**src/rtl/or_nway_seq.sv**
```systemverilog
// Sequential N-way OR reducer: collects CHUNKS words of WIDTH bits over a
// valid/ready input stream and presents their bitwise OR plus an any-set flag.
//
// Handshake: a beat transfers on a rising edge where in_valid && in_ready;
// the result transfers on a rising edge where out_valid && out_ready. A
// producer may hold in_valid with stable data for any number of cycles and a
// consumer may stall out_ready indefinitely; nothing times out.
module or_nway_seq #(
    parameter int WIDTH  = 16,
    parameter int CHUNKS = 8,
    localparam int CW    = ($clog2(CHUNKS + 1) > 1) ? $clog2(CHUNKS + 1) : 1
) (
    input  logic             clk,
    input  logic             reset,
    input  logic             start,
    input  logic             abort,
    input  logic             in_valid,
    input  logic [WIDTH-1:0] in_data,
    output logic             in_ready,
    output logic             out_valid,
    output logic [WIDTH-1:0] out_data,
    output logic             out_any,
    input  logic             out_ready,
    output logic             busy,
    output logic [CW-1:0]    count,
    output logic [1:0]       state
);

    typedef enum logic [1:0] {
        IDLE   = 2'd0,
        ACCUM  = 2'd1,
        RESULT = 2'd2
    } state_t;

    // Index of the final beat; accepting it completes the operation.
    localparam logic [CW-1:0] LAST = CW'(CHUNKS - 1);

    state_t           state_q, state_d;
    logic [WIDTH-1:0] acc_q, acc_d;
    logic [CW-1:0]    cnt_q, cnt_d;

    // State, accumulator and beat counter registers; reset clears everything.
    always_ff @(posedge clk or posedge reset) begin
        if (reset) begin
            state_q <= IDLE;
            acc_q   <= '0;
            cnt_q   <= '0;
        end else begin
            state_q <= state_d;
            acc_q   <= acc_d;
            cnt_q   <= cnt_d;
        end
    end

    // Next-state logic: accumulate beats, hold the result, allow back-to-back restart.
    always_comb begin
        state_d = state_q;
        acc_d   = acc_q;
        cnt_d   = cnt_q;
        case (state_q)
            IDLE: begin
                if (start) begin
                    acc_d   = '0;
                    cnt_d   = '0;
                    state_d = ACCUM;
                end
            end
            ACCUM: begin
                // abort wins over a simultaneous beat, which is dropped.
                if (abort) begin
                    acc_d   = '0;
                    cnt_d   = '0;
                    state_d = IDLE;
                end else if (in_valid) begin
                    acc_d = acc_q | in_data;
                    cnt_d = cnt_q + CW'(1);
                    if (cnt_q == LAST) begin
                        state_d = RESULT;
                    end
                end
            end
            RESULT: begin
                // acc/cnt stay visible after hand-off until the next start.
                if (out_ready) begin
                    if (start) begin
                        acc_d   = '0;
                        cnt_d   = '0;
                        state_d = ACCUM;
                    end else begin
                        state_d = IDLE;
                    end
                end
            end
            default: begin
                state_d = IDLE;
            end
        endcase
    end

    // All outputs decode registered state only; no input-to-output path.
    always_comb begin
        in_ready  = (state_q == ACCUM);
        out_valid = (state_q == RESULT);
        busy      = (state_q != IDLE);
        out_data  = acc_q;
        out_any   = |acc_q;
        count     = cnt_q;
        state     = state_q;
    end

endmodule
```
**config.mk**
```make
export PLATFORM = sky130hd
export DESIGN_NAME = or_nway_seq
export DESIGN_NICKNAME = d
export VERILOG_FILES = /design/src/rtl/or_nway_seq.sv
export SDC_FILE = /design/constraint.sdc
export NUM_CORES = 1
export LEC_CHECK = 0
export ABC_CLOCK_PERIOD_IN_PS = 1800
export BUFFER_PORTS_ARGS = -buffer_cell sky130_fd_sc_hd__buf_2
export CORE_MARGIN = 2
export CORE_UTILIZATION = 44
export DETAILED_ROUTE_END_ITERATION = 12
export GPL_ROUTABILITY_DRIVEN = 0
export GPL_TIMING_DRIVEN = 0
export PLACE_DENSITY_LB_ADDON = 0.3
export SLEW_MARGIN = 20
export SYNTH_ARGS = -nofsm -noshare
export SYNTH_HDL_FRONTEND = slang
export SYNTH_SLANG_ARGS = --single-unit
```
**constraint.sdc**
```tcl
create_clock -name clk -period 1.8 [get_ports clk]
set_input_delay 0.36 -clock clk [delete_from_list [all_inputs] [get_ports clk]]
set_output_delay 0.36 -clock clk [all_outputs]
set_load 0.005 [all_outputs]
```
==> metrics, run 1 <==
Final ANT Viol Nets 0; All-Layer GR Usage 17.7%; Num CTS Buffers 3; Post-synth EDFFs 0; max frequency 603 MHz; Design Area, Final 1290 µm²; Clock Skew 0.00326 ns; mux cell area share after synthesis 1.01%; Mapped Avg Cell Area 10.1 µm²; area leader, netlist dfrtp_1; Via Count 920; synth cell count leaders 22 x dfrtp_1, 20 x nor2_1, 17 x a21oi_1; Mapped Cells 98; top-count cell post-synth dfrtp_1; final hold slack 0.206 ns; RSZ-0062 raised after global routing false; Final Routed Wirelength 2.19 mm; Peak supply drop 0.747 mV; max incr delay on CP 0.42 ns; Setup WS post-layout 0.141 ns; final core utilization 59.6%; crit path DAT 1.30 ns; Synth Register Bits 22; Cell Rows 17; die width 51.5 µm; total gr overflow 0; first-pass GRT wire length 3.53 mm; Starting Density 45.8%; Buf+Inv Stages, Crit Path 1; Core Area 2170 µm²; Detailed Routing Iterations Pass 1 4; antenna violations before repair 0; CTS sink count 22; Power Dens Cells 1020 nW/µm²; post-CTS setup buffer count 0; ranking of synthesized cells by area dfrtp_1 55%, a21oi_1 8.6%, nor2_1 7.6%, buf_6 3.4%, nor4_1 2.5%; Netlist Area Pre-Place 993 µm²; CTS tree built; placed cells 173; pre-CTS setup slack 0.347 ns; vias in the first global route 863; FILL cells 216; pin count of the biggest net entering global routing 23; critical path, cell by cell nor4_2, nand4_1, buf_2; Slew Viols, Final 0; crit-path max FO 3; required time of the critical path 1.44 ns; startpoint class of the critical path flip-flop; highest-delay cell along the critical path dfrtp_1; final hold viol count 0; ys flop type dfrtp_1; post-DR vias/cell 5.23; max_cap viols 0; initial drt markers 11; CP delay by family, top simple AND/OR/NAND/NOR gates; Slew @ Worst Pin 0.818 ns; final layout net count 173; Yosys cell types 26; CTS Root Cell clkbuf_4; Clock Latency Late Sink 0.29 ns; DR DRC count 0; syn nets 121; status complete, no violations; Hold Buf Count CTS 0; H-tree levels 1; Post-synth ARST share 100%; kind of critical path reg2out; die height 51.5 µm; static leakage 0.670 nW; Crit. End Element primary output; Detailed Place HPWL 1.67 mm; placed cell areas 1260 µm²; Synth Warn # 0; Synth Area in Adders 1.26%; Post-Layout Cell Count 176; min-delay worst type in2async; FF-to-FF setup slack 0.33 ns; io pins 48; post-synthesis xor/xnor area fraction 0%; sum of negative setup slack 0 ns; Final setup viols 0; sequential cell area 551 µm²; die area 2650 µm²; Area Growth Syn to Fin 30.1%; largest family of logic cells by synthesized area simple AND/OR/NAND/NOR gates; crit share post-route 92.2%; Rel. slew slack 45.4%; Power, Total 1.31 mW; Clk pin slew, worst setup/hold paths 0.12 ns; PortBufs 47; post-layout minimum cycle time 1.66 ns; simple-gate area share of the yosys netlist 21.0%; worst-case clock buffer depth 2; Multi-input gate area 392 µm²; sequential element share of the synthesized area 55.4%; compound-gate portion of the synthesized area 15.5%; proportion of layout cells with a drive suffix above 1 39.9%; Wirelength per Cell 12.4 µm; Antenna Cells 0; Synth top area share 55.4%
[final timing paths]
path                             start           end  cells past startpoint
min in group clk            in_data[6]   out_data[6]                      3
hold / removal                   reset      count[3]                      2
hold reg to reg               count[3]      count[3]                      1
setup reg to reg              state[0]  out_data[12]                      5
max in group asynchronous        reset      state[1]                      2
setup / recovery           out_data[2]       out_any                      3
[worst register-to-register path, stage by stage (launching register included)]
cell and delay (ns):
dfrtp_1 0.43, buf_6 0.15, nand3b_1 0.24, o21ai_2 0.19
buf_2 0.28, nor2_1 0.08
[flip-flops by register name, summed over array words and instances, names as in the netlist]
name,count
count,4
out_data,16
state,2
[layer usage]
metal / share of wire (%) / vias to the layer above / track usage, %
li1: - / 443 / -
met1: 44 / 444 / 23.4
met2: 49 / 31 / 29.3
met3: 6.3 / 2 / 4.02
met4: 0.69 / 0 / 5.26
met5: 0 / - / 0
[cells in the final DEF (no fill, tap or decap)]
cell / instances
nand3b_1: 1
or2_2: 1
nor4_1: 3
nand4_1: 2
ha_1: 1
mux2i_1: 1
o21ai_0: 2
dfrtp_1: 22
nand4b_1: 1
o211ai_1: 1
nand3_1: 3
and2_1: 1
o21ai_2: 1
o2bb2ai_1: 1
inv_1: 5
nand2_1: 1
nor2b_1: 3
nor4_2: 1
buf_6: 3
a21oi_1: 17
clkbuf_4: 3
or3_1: 1
a31oi_1: 2
o31ai_4: 1
nor2_1: 20
buf_2: 48
nand4bb_1: 1
nor3b_2: 1
[cell type report]
| cell class | instances | area share, % |
|---|---|---|
| multi-input combinational | 67 | 30.3 |
| clock buffer | 3 | 1.74 |
| sequential | 22 | 42.6 |
| timing repair buffer | 47 | 18.2 |
| tap | 28 | 2.71 |
| inverter | 5 | 1.45 |
| buffer | 4 | 3.00 |
[report_power, final]
part           switching [mW]  total, mW  internal, mW  leakage, nW
Clock                   0.137      0.215        0.0778       0.0138
Sequential             0.0866      0.678         0.591        0.287
Combinational           0.213      0.422         0.209        0.370
Total                   0.437       1.31         0.877        0.670
[repair_timing]
item | CTS | global route
gates resized for setup | 0 | 1
endpoints found under the setup margin | 0 | 1
endpoints found under the hold margin | 0 | 0
[logic make-up (layout without fill, tap and decap cells)]
family / after synthesis / count (layout)
flops: 22 / 22
buf+inv: 9 / 59
compound gates: 25 / 25
mux: 1 / 1
fa+ha+maj: 1 / 1
simple gates: 40 / 40
No activity file was read; power rests on OpenSTA's default activity.
==> inputs of run 2 (changes only) <==
--- a/config.mk
+++ b/config.mk
@@ -7,8 +7,12 @@
 export LEC_CHECK = 0
 export ABC_CLOCK_PERIOD_IN_PS = 1800
 export BUFFER_PORTS_ARGS = -buffer_cell sky130_fd_sc_hd__buf_2
+export CELL_PAD_IN_SITES_DETAIL_PLACEMENT = 1
+export CELL_PAD_IN_SITES_GLOBAL_PLACEMENT = 1
+export CORE_ASPECT_RATIO = 2
 export CORE_MARGIN = 2
-export CORE_UTILIZATION = 44
+export CORE_UTILIZATION = 32
+export CTS_BUF_LIST = sky130_fd_sc_hd__clkbuf_8 sky130_fd_sc_hd__clkbuf_16
 export DETAILED_ROUTE_END_ITERATION = 12
 export GPL_ROUTABILITY_DRIVEN = 0
 export GPL_TIMING_DRIVEN = 0
==> run 2 against run 1 <==
Compared with the run above: critical endpoint unchanged; total power is 12% higher; first-iteration DRC count is 9.1% higher; via count is 0.76% higher; die area is 35% higher; register-to-register slack hardly changed; clock skew is 0.0015 ns higher; routed wire length is 24% higher; highest routed layer unchanged; clock-buffer cell count is 1 higher; worst hold slack better by 0.034 ns.
==> metrics, run 2 (synthesis results as in run 1) <==
Rel. slew slack 46.6%; kind of critical path reg2out; max FFs per register 16; Area Growth Syn to Fin 33.6%; total gr overflow 0; min-delay worst type in2async; Hold Buf Count CTS 0; sum of negative setup slack 0 ns; startpoint class of the critical path flip-flop; required time of the critical path 1.44 ns; Crit. End Element primary output; worst-case clock buffer depth 2; final hold viol count 0; RSZ-0062 raised after global routing false; Slew @ Worst Pin 0.800 ns; initial drt markers 12; commonest non-fill, non-tap cell in the layout buf_2; All-Layer GR Usage 16.6%; proportion of layout cells with a drive suffix above 1 40.3%; sequential cell area 551 µm²; static leakage 0.685 nW; crit-path max FO 3; Detailed Routing Iterations Pass 1 2; Power Dens Cells 1100 nW/µm²; CTS tree built; crit path DAT 1.30 ns; DR DRC count 0; post-CTS setup buffer count 0; pre-CTS setup slack 0.307 ns; Cell Rows 28; Design Area, Final 1330 µm²; status complete, no violations; cts repair resizes 0; post-DR vias/cell 5.18; H-tree levels 1; CTS Root Cell clkbuf_8; Wirelength per Cell 15.2 µm; Detailed Place HPWL 2.22 mm; first-pass GRT wire length 4.53 mm; Antenna Cells 0; Multi-input gate area 392 µm²; Clock Skew 0.00479 ns; die width 43.4 µm; PortBufs 47; final layout net count 173; io pins 48; antenna violations before repair 0; Power, Total 1.47 mW; Clock Latency Late Sink 0.26 ns; Setup WS post-layout 0.140 ns; pin count of the biggest net entering global routing 23; FILL cells 361; vias in the first global route 1006; Num CTS Buffers 3; Final Routed Wirelength 2.72 mm; Final setup viols 0; Clk pin slew, worst setup/hold paths 0.08 ns; Final ANT Viol Nets 0; final hold slack 0.240 ns; Slew Viols, Final 0; die height 82.8 µm; Core Area 2980 µm²; die area 3590 µm²; crit share post-route 92.2%; Peak supply drop 0.694 mV; CTS sink count 22; commonest cells after routing, fill and taps aside 48 x buf_2, 22 x dfrtp_1, 20 x nor2_1; max_cap viols 0; Via Count 927; Starting Density 33.4%; post-layout minimum cycle time 1.66 ns; max frequency 602 MHz; placed cell areas 1270 µm²
[run 2: per-layer routing]
layer	global-route usage (%)	share of wire, %
met1	18.2	36
met2	30.3	57
met3	2.81	5.0
met4	7.88	2.3
met5	0	0
[run 2: power breakdown]
part / leakage, nW / switching, mW / internal, mW
combinational: 0.370 / 0.227 / 0.209
sequential: 0.287 / 0.0893 / 0.592
clock: 0.0288 / 0.154 / 0.195
total: 0.685 / 0.471 / 0.996
[run 2: layout make-up]
class                   instances  area share, %
plain buffers                   4           2.92
flip-flops and latches         22           41.5
clock buffers                   4           4.15
repair buffers                 47           17.7
inverters                       5           1.41
well taps                      30           2.83
multi-input cells              67           29.5
[run 2: final timing paths]
path                       cells past startpoint  slack [ns]           end         from
setup / recovery                               3        0.14       out_any  out_data[2]
hold / removal                                 2        0.24  out_data[12]        reset
setup reg to reg                               5        0.32   out_data[5]     state[0]
hold reg to reg                                1        0.51      count[3]     count[3]
max in group asynchronous                      2        1.06      count[0]        reset
min in group clk                               3        0.34   out_data[9]   in_data[9]
[run 2: metrics by stage]
stage,util [%],instances
after floorplan,-,98
final,44.6,179
after CTS,44.4,179
after detailed placement,42.5,175
after global placement,42.5,175
after global routing,44.6,179
[run 2: worst max-delay path: stages (launching register included)]
cell	delay, ns
dfrtp_1	0.40
nor4_1	0.36
nand4_1	0.13
buf_2	0.15
==> inputs of run 3 (changes only) <==
--- a/config.mk
+++ b/config.mk
@@ -5,7 +5,7 @@
 export SDC_FILE = /design/constraint.sdc
 export NUM_CORES = 1
 export LEC_CHECK = 0
-export ABC_CLOCK_PERIOD_IN_PS = 1800
+export ABC_CLOCK_PERIOD_IN_PS = 1900
 export BUFFER_PORTS_ARGS = -buffer_cell sky130_fd_sc_hd__buf_2
 export CELL_PAD_IN_SITES_DETAIL_PLACEMENT = 1
 export CELL_PAD_IN_SITES_GLOBAL_PLACEMENT = 1
@@ -17,7 +17,7 @@
 export GPL_ROUTABILITY_DRIVEN = 0
 export GPL_TIMING_DRIVEN = 0
 export PLACE_DENSITY_LB_ADDON = 0.3
-export SLEW_MARGIN = 20
+export SLEW_MARGIN = 30
 export SYNTH_ARGS = -nofsm -noshare
 export SYNTH_HDL_FRONTEND = slang
 export SYNTH_SLANG_ARGS = --single-unit
==> constraint.sdc (replaced) <==
create_clock -name clk -period 1.9 [get_ports clk]
set_input_delay 0.38 -clock clk [delete_from_list [all_inputs] [get_ports clk]]
set_output_delay 0.38 -clock clk [all_outputs]
set_load 0.005 [all_outputs]
==> run 3 against run 2 <==
Compared with the run above: highest routed layer unchanged; utilization shrank 0.21 points; routed wire length grew 0.15%; via count shrank 0.86%; clock skew is essentially flat; combinational power shrank 6.0%; non-clock buffer count is the same; die area is the same; worst setup slack gained 0.026 ns; final cell count is the same; sequential share of layout area grew 0.20 points; first-iteration DRC count shrank 8.3%; flip-flop and latch count is the same; critical endpoint unchanged.
==> metrics, run 3 (synthesis results as in run 1) <==
DR DRC count 0; Final Routed Wirelength 2.73 mm; Final ANT Viol Nets 0; CTS tree built; Rel. slew slack 46.6%; CTS sink count 22; Power, Total 1.38 mW; max frequency 577 MHz; Core Area 2980 µm²; Clk pin slew, worst setup/hold paths 0.08 ns; Peak supply drop 0.654 mV; post-layout minimum cycle time 1.73 ns; antenna violations before repair 0; Antenna Cells 0; Starting Density 33.4%; pin count of the biggest net entering global routing 23; first-pass GRT wire length 4.53 mm; startpoint class of the critical path flip-flop; Via Count 919; final layout net count 173; Hold Buf Count CTS 0; Design Area, Final 1320 µm²; die area 3590 µm²; proportion of layout cells with a drive suffix above 1 39.6%; Slew @ Worst Pin 0.800 ns; Wirelength per Cell 15.2 µm; die width 43.4 µm; post-DR vias/cell 5.13; crit share post-route 91.3%; Detailed Routing Iterations Pass 1 2; total gr overflow 0; Detailed Place HPWL 2.22 mm; Crit. End Element primary output; vias in the first global route 1006; Clock Skew 0.00489 ns; static leakage 0.684 nW; worst-case clock buffer depth 2; final hold viol count 0; commonest cells after routing, fill and taps aside 48 x buf_2, 22 x dfrtp_1, 20 x nor2_1; kind of critical path reg2out; Cell Rows 28; PortBufs 47; max_cap viols 0; CTS Root Cell clkbuf_8; Final setup viols 0; final hold slack 0.259 ns; placed cell areas 1270 µm²; cts repair resizes 0; Slew Viols, Final 0; crit path DAT 1.35 ns; Area Growth Syn to Fin 33.0%; final core utilization 44.4%; Clock Latency Late Sink 0.26 ns; commonest non-fill, non-tap cell in the layout buf_2; sum of negative setup slack 0 ns; max FFs per register 16; min-delay worst type in2async; Power Dens Cells 1050 nW/µm²; H-tree levels 1; crit-path max FO 3; initial drt markers 11; io pins 48; post-CTS setup buffer count 0; Num CTS Buffers 3; required time of the critical path 1.52 ns; All-Layer GR Usage 16.6%; die height 82.8 µm; status complete, no violations; RSZ-0062 raised after global routing false
-- run 3: cell counts in the layout (fill, tap and decap cells not counted) --
Identical to the previous run, type by type.
-- run 3: power breakdown --
part / internal (mW) / switching, mW
Combinational: 0.195 / 0.215
Sequential: 0.561 / 0.0820
Clock: 0.185 / 0.146
Total: 0.940 / 0.443
-- run 3: layout make-up --
| cell class | instances | area, µm² |
|---|---|---|
| plain buffers | 4 | 38.8 |
| clock buffers | 4 | 55.1 |
| fillers | 362 | 1660 |
| inverters | 5 | 18.8 |
| multi-input cells | 67 | 385 |
| flip-flops and latches | 22 | 551 |
| well taps | 30 | 37.5 |
| repair buffers | 47 | 235 |
-- run 3: worst max-delay path, stage by stage, from the launching register on --
cell	delay, ns
dfrtp_1	0.40
nor4_1	0.41
nand4_1	0.13
buf_2	0.15
-- run 3: final timing paths --
kind | startpoint | endpoint | slack [ns] | depth (start not counted)
worst max-delay path | out_data[15] | out_any | 0.17 | 3
worst min-delay path | reset | out_data[12] | 0.26 | 2
worst max register to register | state[0] | out_data[5] | 0.43 | 5
worst min register to register | count[3] | count[3] | 0.51 | 1
max in group asynchronous | reset | count[0] | 1.14 | 2
min in group clk | in_data[9] | out_data[9] | 0.36 | 3
-- run 3: layer usage --
layer  wire, µm  part of all wire, %  GRT usage (%)
met1        996                   37           18.2
met2       1530                   56           30.3
met3        135                  5.0           2.81
met4         62                  2.3           7.88
met5          0                    0              0
-- run 3: through the flow --
| step | instances | setup slack [ns] |
|---|---|---|
| floorplan | 98 | 0.591 |
| global placement | 175 | 0.445 |
| detailed placement | 175 | 0.387 |
| CTS | 179 | 0.119 |
| global route | 179 | 0.0300 |
| finish | 179 | 0.166 |
